## src/rtl/weave_draft_loader.sv

```systemverilog
`default_nettype none
// ============================================================================
// Module   : weave_draft_loader
// Purpose  : Pin-side weaving-draft row loader with 4-phase write handshake and
//            pick-by-pick playback; each full pass rotates rows left one bit.
// Option   : WDL_PARITY_EN enables even-parity checking on row writes.
// Revision : 1.0 - initial release
// ============================================================================
module weave_draft_loader #(
  parameter int WIDTH       = 8,
  parameter int DEPTH       = 8,
  parameter int SYNC_STAGES = 2
) (
  input  logic                       clk,
  input  logic                       rst,
  input  logic                       load_en,
  input  logic                       wr_stb,
  input  logic [WIDTH-1:0]           wr_data,
  input  logic                       wr_par,
  input  logic                       step,
  output logic                       wr_ack,
  output logic [WIDTH-1:0]           row_out,
  output logic [$clog2(DEPTH)-1:0]   row_idx,
  output logic [$clog2(DEPTH):0]     count,
  output logic [1:0]                 state,
  output logic                       err
);

  localparam int c_aw = $clog2(DEPTH);
  localparam int c_cw = c_aw + 1;
  localparam int c_tw = (WIDTH > 1) ? $clog2(WIDTH) : 1;

  typedef enum logic [1:0] {
    ST_IDLE = 2'd0,
    ST_LOAD = 2'd1,
    ST_PLAY = 2'd2
  } state_t;

  state_t                 state_q, state_d;
  logic [SYNC_STAGES-1:0] ld_sync_q, ld_sync_d;
  logic [SYNC_STAGES-1:0] stb_sync_q, stb_sync_d;
  logic                   stb_prev_q, stb_prev_d;
  logic                   ack_q, ack_d;
  logic [c_cw-1:0]        count_q, count_d;
  logic [c_aw-1:0]        rd_ptr_q, rd_ptr_d;
  logic [c_tw-1:0]        twist_q, twist_d;
  logic                   err_q, err_d;
  logic [WIDTH-1:0]       row_out_q, row_out_d;
  logic [WIDTH-1:0]       mem_q [DEPTH];

  logic                   ld_s, stb_s, wr_ev, par_bad, mem_we, last_row;

  function automatic logic [WIDTH-1:0] rotl(input logic [WIDTH-1:0] x,
                                            input logic [c_tw-1:0]  n);
    logic [2*WIDTH-1:0] t;
    t = {x, x} << n;
    return t[2*WIDTH-1:WIDTH];
  endfunction

  assign ld_s  = ld_sync_q[SYNC_STAGES-1];
  assign stb_s = stb_sync_q[SYNC_STAGES-1];
  assign wr_ev = stb_s & ~stb_prev_q;

`ifdef WDL_PARITY_EN
  assign par_bad = ^{wr_data, wr_par};
`else
  logic unused_par;
  assign unused_par = &{1'b0, wr_par};
  assign par_bad    = 1'b0;
`endif

  assign last_row = (c_cw'(rd_ptr_q) == (count_q - c_cw'(1)));

  always_comb begin
    ld_sync_d  = {ld_sync_q[SYNC_STAGES-2:0], load_en};
    stb_sync_d = {stb_sync_q[SYNC_STAGES-2:0], wr_stb};
    stb_prev_d = stb_s;
    // Ack holds from the cycle after the event until the synced strobe drops.
    ack_d      = wr_ev | (ack_q & stb_s);

    state_d  = state_q;
    count_d  = count_q;
    rd_ptr_d = rd_ptr_q;
    twist_d  = twist_q;
    err_d    = err_q;
    mem_we   = 1'b0;

    unique case (state_q)
      ST_IDLE: if (ld_s) state_d = ST_LOAD;
      ST_LOAD: if (!ld_s) state_d = (count_q != '0) ? ST_PLAY : ST_IDLE;
      ST_PLAY: if (ld_s) state_d = ST_LOAD;
      default: state_d = ST_IDLE;
    endcase

    if (state_d == ST_LOAD && state_q != ST_LOAD) begin
      count_d  = '0;
      rd_ptr_d = '0;
      twist_d  = '0;
      err_d    = 1'b0;
    end else if (state_q == ST_LOAD && state_d == ST_LOAD && wr_ev) begin
      if (par_bad || count_q == c_cw'(DEPTH)) begin
        err_d = 1'b1;
      end else begin
        mem_we  = 1'b1;
        count_d = count_q + c_cw'(1);
      end
    end else if (state_q == ST_PLAY && state_d == ST_PLAY && step) begin
      if (last_row) begin
        rd_ptr_d = '0;
        twist_d  = twist_q + c_tw'(1);
      end else begin
        rd_ptr_d = rd_ptr_q + c_aw'(1);
      end
    end

    // Looking up with the next pointer keeps step-to-output latency at one cycle.
    row_out_d = (state_d == ST_PLAY) ? rotl(mem_q[rd_ptr_d], twist_d) : '0;
  end

  always_ff @(posedge clk or posedge rst) begin
    if (rst) begin
      state_q    <= ST_IDLE;
      ld_sync_q  <= '0;
      stb_sync_q <= '0;
      stb_prev_q <= 1'b0;
      ack_q      <= 1'b0;
      count_q    <= '0;
      rd_ptr_q   <= '0;
      twist_q    <= '0;
      err_q      <= 1'b0;
      row_out_q  <= '0;
    end else begin
      state_q    <= state_d;
      ld_sync_q  <= ld_sync_d;
      stb_sync_q <= stb_sync_d;
      stb_prev_q <= stb_prev_d;
      ack_q      <= ack_d;
      count_q    <= count_d;
      rd_ptr_q   <= rd_ptr_d;
      twist_q    <= twist_d;
      err_q      <= err_d;
      row_out_q  <= row_out_d;
    end
  end

  // Row storage carries no reset; only written rows are ever played back.
  always_ff @(posedge clk) begin
    if (mem_we) mem_q[count_q[c_aw-1:0]] <= wr_data;
  end

  assign wr_ack  = ack_q;
  assign row_out = row_out_q;
  assign row_idx = rd_ptr_q;
  assign count   = count_q;
  assign state   = state_q;
  assign err     = err_q;

endmodule
`default_nettype wire

```

## config.mk

```make
export PLATFORM = sky130hd
export DESIGN_NAME = weave_draft_loader
export DESIGN_NICKNAME = d
export VERILOG_FILES = /design/src/rtl/weave_draft_loader.sv
export SDC_FILE = /design/constraint.sdc
export NUM_CORES = 1
export LEC_CHECK = 0
export CAP_MARGIN = 20
export CORE_AREA = 2 2 104 106
export CTS_CLUSTER_DIAMETER = 100
export CTS_CLUSTER_SIZE = 40
export DETAILED_ROUTE_END_ITERATION = 12
export DIE_AREA = 0 0 106 108
export PLACE_DENSITY = 0.73
export SKIP_LAST_GASP = 1
export SLEW_MARGIN = 20
export SYNTH_ARGS = -nofsm -noshare
export SYNTH_HDL_FRONTEND = slang
export SYNTH_SLANG_ARGS = --single-unit
```

## constraint.sdc

```tcl
create_clock -name clk -period 3.3 [get_ports clk]
set_input_delay 0.33 -clock clk [delete_from_list [all_inputs] [get_ports clk]]
set_output_delay 0.33 -clock clk [all_outputs]
set_load 0.01 [all_outputs]
```

# Yosys cells after proc, flatten, opt, wreduce, memory -nomap -nowiden
# Memory sizes are Yosys's and may differ from the RTL's.
# Cells that the tools add are included.
[op_classes]
bitwise_logic = 4
add_sub_neg = 4
shifts = 1
eq_ne = 8
n_reduce_logical = 12
muxes = 24
[op_table]
columns = ["operator", "n"]
rows = [
  ["3-bit two-way mux", 8],
  ["16-bit by 3-bit left shift with 16-bit output", 1],
  ["4-bit two-way mux", 3],
  ["1-bit two-way mux", 8],
  ["8-bit two-way mux", 1],
  ["3-bit by 1-bit adder with 3-bit output, second input constant", 2],
  ["2-bit two-way mux", 3],
  ["1-bit logical AND", 5],
  ["4-bit by 1-bit adder with 4-bit output, second input constant", 1],
  ["2-bit by 1-bit == test with 1-bit output, second input constant", 2],
  ["2-bit == test, second input constant", 2],
  ["3-bit by 4-bit == test with 1-bit output", 1],
  ["4-bit == test, second input constant", 1],
  ["2-bit one-hot mux with 2 select lines", 1],
  ["2-bit AND reduction", 2],
  ["2-bit nonzero test", 2],
  ["4-bit nonzero test", 1],
  ["4-bit by 1-bit subtractor with 4-bit output, second input constant", 1],
  ["1-bit AND", 2],
  ["2-bit logical NOT", 1],
  ["2-bit by 1-bit != test with 1-bit output, second input constant", 1],
  ["2-bit != test, second input constant", 1],
  ["2-bit OR reduction", 1],
  ["1-bit inverter", 1],
  ["1-bit OR", 1],
]
[word_totals]
mem_bits_rw = 64
input_bits = 14
out_inout_bits = 19
register_bits = 27
mem_count = 1
[mem_list]
columns = ["name", "words", "width", "rd", "rd_clocked_by_memory_dff", "write_ports", "line", "text"]
rows = [
  ["mem_q", 8, 8, 1, 0, 1, "49", "logic [WIDTH-1:0] mem_q [DEPTH];"],
]

# Logic depth before layout (Yosys ltp)
# Gate-level depths: netlist of run 1.
# An unclocked memory read counts as a cell.
[depth]
word_depth = 13
ltp_mapped = 14

# Least setup slack after synthesis of run 1
# No wires, ideal clock.
[synth_timing]
path_type = "register to register"
from = "register count_q[2] (netlist: count[2])"
to = "register row_out_q[0] (netlist: row_out[0])"
stages_incl_launch_ff = 12
slack_ns = 0.227
arrival_time_ns = 2.929
path_buffers = 2
setup_ns = 0.144
period_less_slack_ns = 3.073
path_cell_list = "dfrtp_1 > buf_6 > or4b_4 > a211oi_4 > o211ai_1 > mux2i_1 > or2_2 > buf_2 > nor4_1 > nor4_2 > a22oi_1 > o221ai_1"
[synth_via]
elab_chain_cells = 13
[synth_rtl]
columns = ["element", "line", "text"]
rows = [
  ["from (decl)", "44", "logic [c_cw-1:0] count_q, count_d;"],
  ["from (signal assigned)", "138", "count_q <= count_d;"],
  ["4-bit nonzero test", "90", "ST_LOAD: if (!ld_s) state_d = (count_q != '0) ? ST_PLAY : ST_IDLE;"],
  ["2-bit two-way mux (2 in a row)", "90", ""],
  ["2-bit one-hot mux with 2 select lines", "88", "unique case (state_q)"],
  ["2-bit == test", "107, 117", ""],
  ["1-bit logical AND (2 in a row)", "107", "end else if (state_q == ST_PLAY && state_d == ST_PLAY && step) begin"],
  ["3-bit two-way mux", "107", ""],
  ["3-bit two-way mux", "100", "end else if (state_q == ST_LOAD && state_d == ST_LOAD && wr_ev) begin"],
  ["3-bit two-way mux", "95", "if (state_d == ST_LOAD && state_q != ST_LOAD) begin"],
  ["memory 8 x 8 bit", "--", ""],
  ["16-bit by 3-bit left shift with 16-bit output", "56", "t = {x, x} << n;"],
  ["8-bit two-way mux (*)", "117", "row_out_d = (state_d == ST_PLAY) ? rotl(mem_q[rd_ptr_d], twist_d) : '0;"],
  ["via row_out_d[0]", "48", "logic [WIDTH-1:0] row_out_q, row_out_d;"],
  ["to (signal assigned)", "142", "row_out_q <= row_out_d;"],
  ["to (decl)", "48", ""],
]
# The timed path passes the listed nets; every way through them passes the cells marked *.
# A chain may end at the register's enable or synchronous reset.

# Final worst setup path of run 1
[layout_timing]
from = "register count_q[1] (netlist: count[1])"
to = "register row_out_q[5] (netlist: row_out[5])"
# Same word-level chain as after synthesis.

==> run summary, run 1 <==
status: finished clean
die width: 106 um
synth unique cells: 51
row cnt: 37
largest family of logic cells by synthesized area: simple AND/OR/NAND/NOR gates
met2 GRT Util: 39.3%
vias in the first global route: 4051
Initial Utilization: 49.0%
Synth Instances: 458
RSZ-0062 raised after global routing: yes
Synth Area in Compound Gates: 19.7%
ys async rst share: 29.7%
part of the cycle the worst path needs: 99.9%
sequential fraction of the synthesis area: 51.8%
post-route minimum period: 3.30 ns
syn nets: 476
via count: 4402
final hold slack: 0.231 ns
Synth top cells by count: edfxtp_1, nor3_1, o22ai_1
Final Cell Area: 6480 um2
Num CTS Buffers: 9
crit path max fanout: 7
clock-pin slew on the worst setup and hold paths: 0.08 ns
clock sink total: 91
Lkg Pwr: 2.20 nW
Setup Skew: 0.0123 ns
Synth Area in Adders: 0.999%
WP data required: 3.51 ns
DR iter-0 viols: 374
synth warn: 0
Synth Cell Area: 5010 um2
Ports: 33
area grow syn2layout: 29.3%
# diodes: 0
CTS root buf: clkbuf_8
Detailed Route WL: 14.0 mm
routed len/inst: 20.9 um
port buffer count: 31
DR pass1 iterations: 5
max-cap violations: 0
Tot GR Track Use: 22.9%
met3 Use GR: 4.34%
post-synth top area cell: edfxtp_1
flops & latches, synth: 91
H-tree depth: 3
nets@finish: 549
largest net degree at the start of global routing: 99
cts hold-fix bufs: 0
GRT busiest layer: met2
initial antenna violation count: 0
GR Util met1: 27.2%
Peak VDD IR: 0.000172 V
die area: 11400 um2
Worst-Skew Late Latency: 0.36 ns
drt drc: 0
Synth Flop Type: edfxtp_1
CP endpoint kind: flop
xor/xnor share of the synthesized area: 1.22%
PD cells: 353 nW/um2
Core Footprint: 10200 um2
Die Ht: 108 um
Final ANT Viol Nets: 0
kind of start point of the critical path: flop
Worst slew margin: 28.6%
Final Max Tran Viols: 0
crit path DAT: 3.51 ns
GR Overflow Total: 0
CP Class: flop to flop
placed cell area: 5740 um2
number of vias per cell: 6.55
most common cell in the netlist: edfxtp_1
Final Hold Vio Count: 0
Synth top area share: 38.4%
HP Class: primary input to async pin
share of layout cells above drive strength 1: 28.7%
mux contribution to synthesized area: 0.400%
Tightest Pin Transition: 1.07 ns
global-route wire length before repair: 20.0 mm
DP HPWL: 7.96 mm
Simple-Gate Fraction of Synth Area: 20.7%
top post-synthesis cells by area: edfxtp_1, dfrtp_1, nor3_1
final setup fails: 0
syn avg cell area: 10.9 um2
GP Congestion: 0.916
CTS max path bufs: 2
EDFF count, synth: 64
TritonCTS clock tree: built
f_max: 303 MHz
[stage by stage]
step | std cells | TNS, ns | setup WS (ns) | utilization (%) | power [mW]
CTS | 652 | 0 | 0.00457 | 57.8 | 2.23
global placement | 636 | -1.16 | -0.180 | 56.1 | 1.60
finish | 672 | 0 | 0.00319 | 63.3 | 2.29
global route | 672 | -0.868 | -0.140 | 63.3 | 2.38
detailed placement | 636 | -1.86 | -0.268 | 56.1 | 1.61
floorplan | 458 | 0 | 0.227 | - | 1.48
[what timing repair did]
item                                    4_1_cts  5_1_grt
gates resized for setup                       2       59
buffers inserted                              0       16
endpoints found under the setup margin        7        8
pin swaps                                     0       22
cloned                                        0        3
[sequential cells by signal, indices dropped and copies added (netlist names)]
register	flops
count	4
err	1
ld_sync_q	2
mem_q	64
row_idx	3
row_out	8
state	2
stb_prev_q	1
stb_sync_q	2
twist_q	3
wr_ack	1
[worst max-delay path: stages, from the launching register on]
cell and delay, ns:
dfrtp_1 0.43, or4b_4 0.54, a211oi_4 0.33, buf_6 0.17
nor2_2 0.05, a311oi_4 0.23, buf_6 0.17, clkbuf_16 0.15
buf_4 0.13, nor4_2 0.04, a31oi_1 0.22, a211oi_1 0.12
buf_4 0.16, o21ai_0 0.24, o2111ai_2 0.16
[power breakdown]
part / switching, mW / internal [mW] / total, mW
Clock: 0.348 / 0.272 / 0.620
Combinational: 0.230 / 0.180 / 0.410
Sequential: 0.0140 / 1.24 / 1.26
Total: 0.592 / 1.69 / 2.29
[cell usage in the layout (no fill, tap or decap), drive strengths merged, types with 3 or more instances in the layout]
cell,n
nor4,22
clkbuf,16
clkinv,3
ha,4
edfxtp,64
buf,70
o22ai,33
clkdlybuf4s50,31
xor2,3
nor2,26
a211oi,19
xnor2,4
o2bb2ai,28
nor4b,36
a21oi,14
o21ai,17
nor3,51
nand2,18
o2111ai,7
a31oi,5
inv,11
dfrtp,27
[layer usage]
metal	vias to the layer above	share of wire [%]
met5	-	0
met4	0	3.3
met3	39	9.2
met2	254	49
met1	2127	38
li1	1982	-
[final cells by class]
cell class	count	area, um2
clock inverters	3	17.5
well taps	136	170
clock buffers	13	139
multi-input cells	313	2500
fillers	736	3750
flip-flops and latches	91	2600
inverters	12	47.5
repair buffers	104	1000
[logic make-up after synthesis]
logic type               count (synthesis)
AND/OR/NAND/NOR                        166
XOR/XNOR                                 7
flip-flops                              91
buffers and inverters                   54
AO/OA/AOI/OAI                          134
adder cells (fa/ha/maj)                  4
multiplexers                             2
[path summary, 6_finish.rpt]
path / start / endpoint / slack (ns) / cells after the start
max: count[1] / row_out[5] / 0.003 / 14
min: rst / row_out[6] / 0.23 / 2
max reg2reg: count[1] / row_out[5] / 0.003 / 14
min reg2reg: ld_sync_q[0] / ld_sync_q[1] / 0.35 / 0
max in group asynchronous: rst / count[0] / 2.66 / 3
min in group clk: ld_sync_q[0] / ld_sync_q[1] / 0.35 / 0
Note: power is estimated with default switching activity, not from simulation.
==> inputs of run 2 (changes only) <==
==> constraint.sdc (replaced) <==
create_clock -name clk -period 3.3 [get_ports clk]
set_input_delay 0.825 -clock clk [delete_from_list [all_inputs] [get_ports clk]]
set_output_delay 0.825 -clock clk [all_outputs]
set_load 0.01 [all_outputs]
==> run 2 against run 1 <==
Net effect: the flow now finishes with violations (negative setup slack); first-iteration DRC count grew 10%; maximum frequency is 2.6% lower; highest routed layer unchanged; largest cell class is now multi-input combinational cells; global-route usage up 2.6 points; critical endpoint unchanged; largest power group unchanged; critical path type unchanged; core utilization increased by 7.3 points; die area unchanged; setup slack got worse by 0.087 ns; clock-buffer cell count down 2; critical path depth did not move.
==> run summary, run 2 (synthesized netlist as in run 1, its figures left out) <==
failing checks: negative setup slack
routed len/inst: 23.8 um (+14%)
Peak VDD IR: 0.000241 V (+40%)
crit path DAT: 3.64 ns (+0.13 ns)
largest stage delay on the critical path: 0.56 ns (+0.02 ns)
die width: 106 um (unchanged)
nets@finish: 572 (+4.2%)
max-cap violations: 0 (unchanged)
placed cell area: 5800 um2 (+1.0%)
vias in the first global route: 4218 (+4.1%)
part of the cycle the worst path needs: 103% (+2.6 points)
Worst-Skew Late Latency: 0.39 ns (+0.03 ns)
Hold Crit Depth: 0
DP HPWL: 7.81 mm (-1.9%)
max FFs per register: 64 (unchanged)
Critical Path, Cell by Cell: or4b_4 > a211oi_4 > buf_4 > nor2_2 > a311oi_4 > buf_6 > clkbuf_16 > buf_4 > nor4_1 > a211oi_2 > a21oi_1 > a21oi_2 > buf_6 > o2111ai_2
Tot GR Track Use: 25.5% (+2.6 points)
Worst Path Buf+Inv: 5 (unchanged)
global-route wire length before repair: 22.1 mm (+10%)
Final Hold Vio Count: 0 (unchanged)
CTS max path bufs: 2 (unchanged)
Detailed Route WL: 16.5 mm (+18%)
die area: 11400 um2 (unchanged)
most common cell after layout, fill and taps aside: buf_4
Ports: 33 (unchanged)
Worst slew margin: 39.6% (+11 points)
Initial Utilization: 49.0% (unchanged)
kind of start point of the critical path: flop
post-route minimum period: 3.38 ns (+0.0871 ns)
Final Max Tran Viols: 0 (unchanged)
Final ANT Viol Nets: 0 (unchanged)
critical path depth: 14 (unchanged)
drt drc: 0 (unchanged)
PD cells: 333 nW/um2 (-5.7%)
HP Class: flop to flop
DR pass1 iterations: 6 (+1)
Die Ht: 108 um (unchanged)
Setup Skew: 0.0108 ns (-0.00151 ns)
initial antenna violation count: 0 (unchanged)
cts hold-fix bufs: 0 (unchanged)
commonest non-fill, non-tap cells in the layout: buf_4, edfxtp_1, nor3_1, o22ai_1, clkdlybuf4s50_1
# diodes: 0 (unchanged)
cells on worst reg2reg path: 14 (unchanged)
via count: 4643 (+5.5%)
Core Footprint: 10200 um2 (unchanged)
port buffer count: 31 (unchanged)
Top delay family on crit path: compound AO/OA/AOI/OAI gates
share of layout cells above drive strength 1: 38.6% (+9.9 points)
clock sink total: 91 (unchanged)
CP endpoint kind: flop
RSZ-0062 raised after global routing: yes
GP Congestion: 0.866 (-5.5%)
GR Overflow Total: 0 (unchanged)
Num CTS Buffers: 9 (unchanged)
crit path max fanout: 5 (-2)
area grow syn2layout: 44.2%
Final Cell Area: 7230 um2 (+12%)
worst setup margin: -0.0839 ns (-0.0871 ns)
TritonCTS clock tree: built
H-tree depth: 3 (unchanged)
CTS root buf: clkbuf_8
number of vias per cell: 6.70 (+2.3%)
clock-pin slew on the worst setup and hold paths: 0.09 ns (about the same)
Tightest Pin Transition: 0.906 ns (-0.165 ns)
status: finished, violations left
largest net degree at the start of global routing: 99 (unchanged)
WP data required: 3.56 ns (+0.05 ns)
CP Class: flop to flop
final setup fails: 8 (+8)
Lkg Pwr: 2.43 nW (+11%)
post-place setup slack: -0.772 ns (-0.504 ns)
post-layout util: 70.6% (+7.3 points)
DR iter-0 viols: 413 (+10%)
row cnt: 37 (unchanged)
f_max: 296 MHz (-2.6%)
Slowest cell on crit path: or4b_4
[run 2: cell types whose count changed in the layout (fill, tap and decap cells not counted), sizes merged]
cell           previous run  this run
buf                      70        94
clkbuf                   16        13
clkdlybuf4s15             0         1
clkdlybuf4s50            31        30
[run 2: what timing repair did]
item,CTS,global route
gates cloned,5,3
pin swaps,33,34
buffers inserted,12,18
gates resized for setup,67,76
endpoints found under the setup margin,8,8
[run 2: stage by stage]
stage                     TNS, ns  hold slack, ns  total power [mW]  std cells
after floorplan                 0           0.331              1.48        458
after global placement      -5.28           0.337              1.61        642
after detailed placement    -5.87           0.338              1.62        642
after CTS                       0           0.365              2.31        672
after global routing       -0.981           0.370              2.48        693
final                      -0.380           0.358              2.40        693
[run 2: routing by layer]
layer  global-route usage [%]  part of all wire, %  vias to the layer above  wire, um
met5                        0                    0                        -         0
met2                     42.2                   49                      301      8030
met1                     32.4                   38                     2251      6360
met3                     4.46                  7.9                       71      1310
met4                     13.0                  5.0                        0       818
li1                         -                    -                     2020         -
[run 2: where the power goes]
part	internal (mW)	total, mW	switching (mW)
Combinational	0.224	0.504	0.280
Clock	0.263	0.643	0.380
Sequential	1.24	1.26	0.0160
Total	1.73	2.40	0.676
[run 2: final timing paths]
kind	from	slack, ns	to
max	count[1]	-0.08	row_out[5]
min	stb_sync_q[0]	0.36	stb_sync_q[1]
max reg2reg	count[1]	-0.08	row_out[5]
min reg2reg	stb_sync_q[0]	0.36	stb_sync_q[1]
max in group asynchronous	rst	2.22	row_idx[0]
min in group asynchronous	rst	0.67	ld_sync_q[1]
[run 2: cell type report]
type	instances	area [um2]
clock buffer	11	131
clock inverter	3	17.5
fill	619	3000
inverter	12	45.0
multi-input combinational	313	2900
sequential	91	2600
tap	136	170
timing repair buffer	127	1370
[run 2: worst reg2reg max path, delay by kind of cell (launching register included)]
| kind | cells | cell delay, ns |
|---|---|---|
| AOI/OAI and AO/OA | 6 | 1.35 |
| buffers and inverters | 5 | 0.80 |
| DFF | 1 | 0.45 |
| and+or+nand+nor | 3 | 0.67 |
==> inputs of run 3 (changes only) <==
--- a/config.mk
+++ b/config.mk
@@ -11,7 +11,8 @@
 export CTS_CLUSTER_SIZE = 40
 export DETAILED_ROUTE_END_ITERATION = 12
 export DIE_AREA = 0 0 106 108
-export PLACE_DENSITY = 0.73
+export DONT_BUFFER_PORTS = 1
+export PLACE_DENSITY = 0.69
 export SKIP_LAST_GASP = 1
 export SLEW_MARGIN = 20
 export SYNTH_ARGS = -nofsm -noshare
==> run 3 against run 2 <==
Net effect: the run still ends with negative setup slack left; power grew 3.7%; maximum frequency grew 1.5%; non-clock buffer count shrank 59; clock power grew 34%; final area shrank 14%.
==> run summary, run 3 (synthesized netlist as in run 1, its figures left out) <==
WP data required: 3.58 ns (+0.02 ns)
f_max: 300 MHz (+1.5%)
most common cell after layout, fill and taps aside: edfxtp_1
DR iter-0 viols: 437 (+5.8%)
area grow syn2layout: 24.6%
port buffer count: 0 (-100%)
commonest non-fill, non-tap cells in the layout: edfxtp_1, buf_4, nor3_1, o22ai_1, o2bb2ai_1
Peak VDD IR: 0.000197 V (-18%)
post-place setup slack: -0.260 ns (+0.511 ns)
clock-pin slew on the worst setup and hold paths: 0.10 ns (about the same)
Seq pwr share: 50.4% (-1.9 points)
via count: 4327 (-6.8%)
drt drc: 0 (unchanged)
Final Hold Vio Count: 0 (unchanged)
max-cap violations: 0 (unchanged)
Setup Skew: 0.0133 ns (+0.00251 ns)
failing checks: negative setup slack
Sw Share: 26.6% (-1.5 points)
DP HPWL: 8.04 mm (+3.0%)
Die Ht: 108 um (unchanged)
Net Sw Power: 0.663 mW (-1.9%)
Tightest Pin Transition: 1.06 ns (+0.154 ns)
Comb pwr share: 15.0% (-6.0 points)
H-tree depth: 3 (unchanged)
GP Congestion: 0.820 (-5.3%)
Initial Utilization: 49.0% (unchanged)
Num CTS Buffers: 9 (unchanged)
Worst-Skew Late Latency: 0.37 ns (-0.02 ns)
number of vias per cell: 6.80 (+1.5%)
part of the cycle the worst path needs: 101% (-1.5 points)
routed len/inst: 22.7 um (-4.6%)
Lkg Pwr: 2.09 nW (-14%)
highest metal used: met4
post-route minimum period: 3.33 ns (-0.0499 ns)
Core Footprint: 10200 um2 (unchanged)
final hold slack: 0.285 ns (-0.0729 ns)
vias in the first global route: 4199 (-0.45%)
initial antenna violation count: 0 (unchanged)
worst setup margin: -0.0340 ns (+0.0499 ns)
crit path max fanout: 6 (+1)
area of the multi-input gates: 2550 um2 (-12%)
Sum Neg Setup Slack: -0.102 ns (+0.278 ns)
CTS root buf: clkbuf_8
status: finished, violations left
register area: 2600 um2 (about the same)
routed wl met2: 7.32 mm (-8.9%)
DR WL met3: 1.27 mm (-2.8%)
Final ANT Viol Nets: 0 (unchanged)
# diodes: 0 (unchanged)
DR pass1 iterations: 5 (-1)
CP Class: flop to flop
row cnt: 37 (unchanged)
max FFs per register: 64 (unchanged)
Tot GR Track Use: 23.5% (-1.9 points)
Worst slew margin: 29.4% (-10 points)
global-route wire length before repair: 20.9 mm (-5.2%)
clock share of power: 34.6% (+7.8 points)
Ports: 33 (unchanged)
Critical Path, Cell by Cell: buf_4 > or4b_4 > a211oi_4 > buf_6 > o22ai_4 > buf_12 > buf_6 > nor4b_2 > nor4b_2 > buf_4 > nor3_1 > a211oi_1 > buf_4 > o21ai_1 > o2111ai_1
PD cells: 399 nW/um2 (+20%)
Slowest cell on crit path: or4b_4
CP endpoint kind: flop
CTS max path bufs: 2 (unchanged)
Filler Cells Inserted: 770 (+24%)
Detailed Route WL: 14.5 mm (-12%)
cts hold-fix bufs: 0 (unchanged)
nets@finish: 513 (-10%)
most used cell, CP: buf_4
largest net degree at the start of global routing: 98 (-1.0%)
largest stage delay on the critical path: 0.54 ns (-0.02 ns)
die width: 106 um (unchanged)
die area: 11400 um2 (unchanged)
share of layout cells above drive strength 1: 31.4% (-7.2 points)
clock sink total: 91 (unchanged)
RSZ-0062 raised after global routing: yes
crit path DAT: 3.62 ns (-0.02 ns)
Metal-1 WL: 5.47 mm (-14%)
Final Max Tran Viols: 0 (unchanged)
final setup fails: 6 (-2)
TritonCTS clock tree: built
GR Overflow Total: 0 (unchanged)
HP Class: primary input to async pin
kind of start point of the critical path: flop
internal power: 1.83 mW (+5.9%)
==> run 3: power groups by stage <==
stage / clock network, mW / logic (mW) / registers (mW)
floorplan: 0 / 0.193 / 1.28
global placement: 0 / 0.289 / 1.28
detailed placement: 0 / 0.301 / 1.28
CTS: 0.856 / 0.307 / 1.26
global route: 0.907 / 0.397 / 1.26
finish: 0.861 / 0.374 / 1.26
==> run 3: final cells by class <==
cell class / count / area share [%]
tap: 136 / 2.73
sequential: 91 / 41.6
multi-input combinational: 313 / 40.8
timing repair buffer: 68 / 10.5
inverter: 12 / 0.722
clock buffer: 9 / 1.98
clock inverter: 7 / 1.60
==> run 3: per-stage QoR <==
step / instances / utilization, % / power (mW) / cell area, um2
global placement: 606 / 53.2 / 1.57 / 5440
CTS: 624 / 55.7 / 2.42 / 5700
floorplan: 458 / - / 1.48 / 5010
finish: 636 / 61.0 / 2.49 / 6240
global route: 636 / 61.0 / 2.56 / 6240
detailed placement: 606 / 53.2 / 1.58 / 5440
==> run 3: repair_timing <==
action | 4_1_cts | 5_1_grt
pin swaps | 1 | 18
setup buffers | 2 | 7
endpoints found under the setup margin | 8 | 8
gates resized for setup | 3 | 58
gates cloned | 0 | 4
==> run 3: worst paths after layout <==
| kind | startpoint | to | slack (ns) | cells after the start |
|---|---|---|---|---|
| min in group clk | stb_sync_q[0] | stb_sync_q[1] | 0.36 | 0 |
| worst max register to register | count[1] | row_out[6] | -0.03 | 15 |
| worst min-delay path | rst | row_out[0] | 0.29 | 1 |
| max in group asynchronous | rst | row_idx[0] | 2.60 | 2 |
| worst max-delay path | count[1] | row_out[6] | -0.03 | 15 |
| worst min register to register | stb_sync_q[0] | stb_sync_q[1] | 0.36 | 0 |
==> run 3: metal layers <==
metal  vias to the layer above  global-route usage [%]
met2                       229                    40.1
met1                      2147                    28.6
met3                        36                    5.79
li1                       1915                       -
met5                         -                       0
met4                         0                    9.87
==> run 3: worst max-delay path: cells and delay by family (launching register included) <==
kind / cells / cell delay, ns
and+or+nand+nor: 4 / 1.04
buffers and inverters: 6 / 0.95
AOI/OAI and AO/OA: 5 / 0.83
DFF: 1 / 0.42
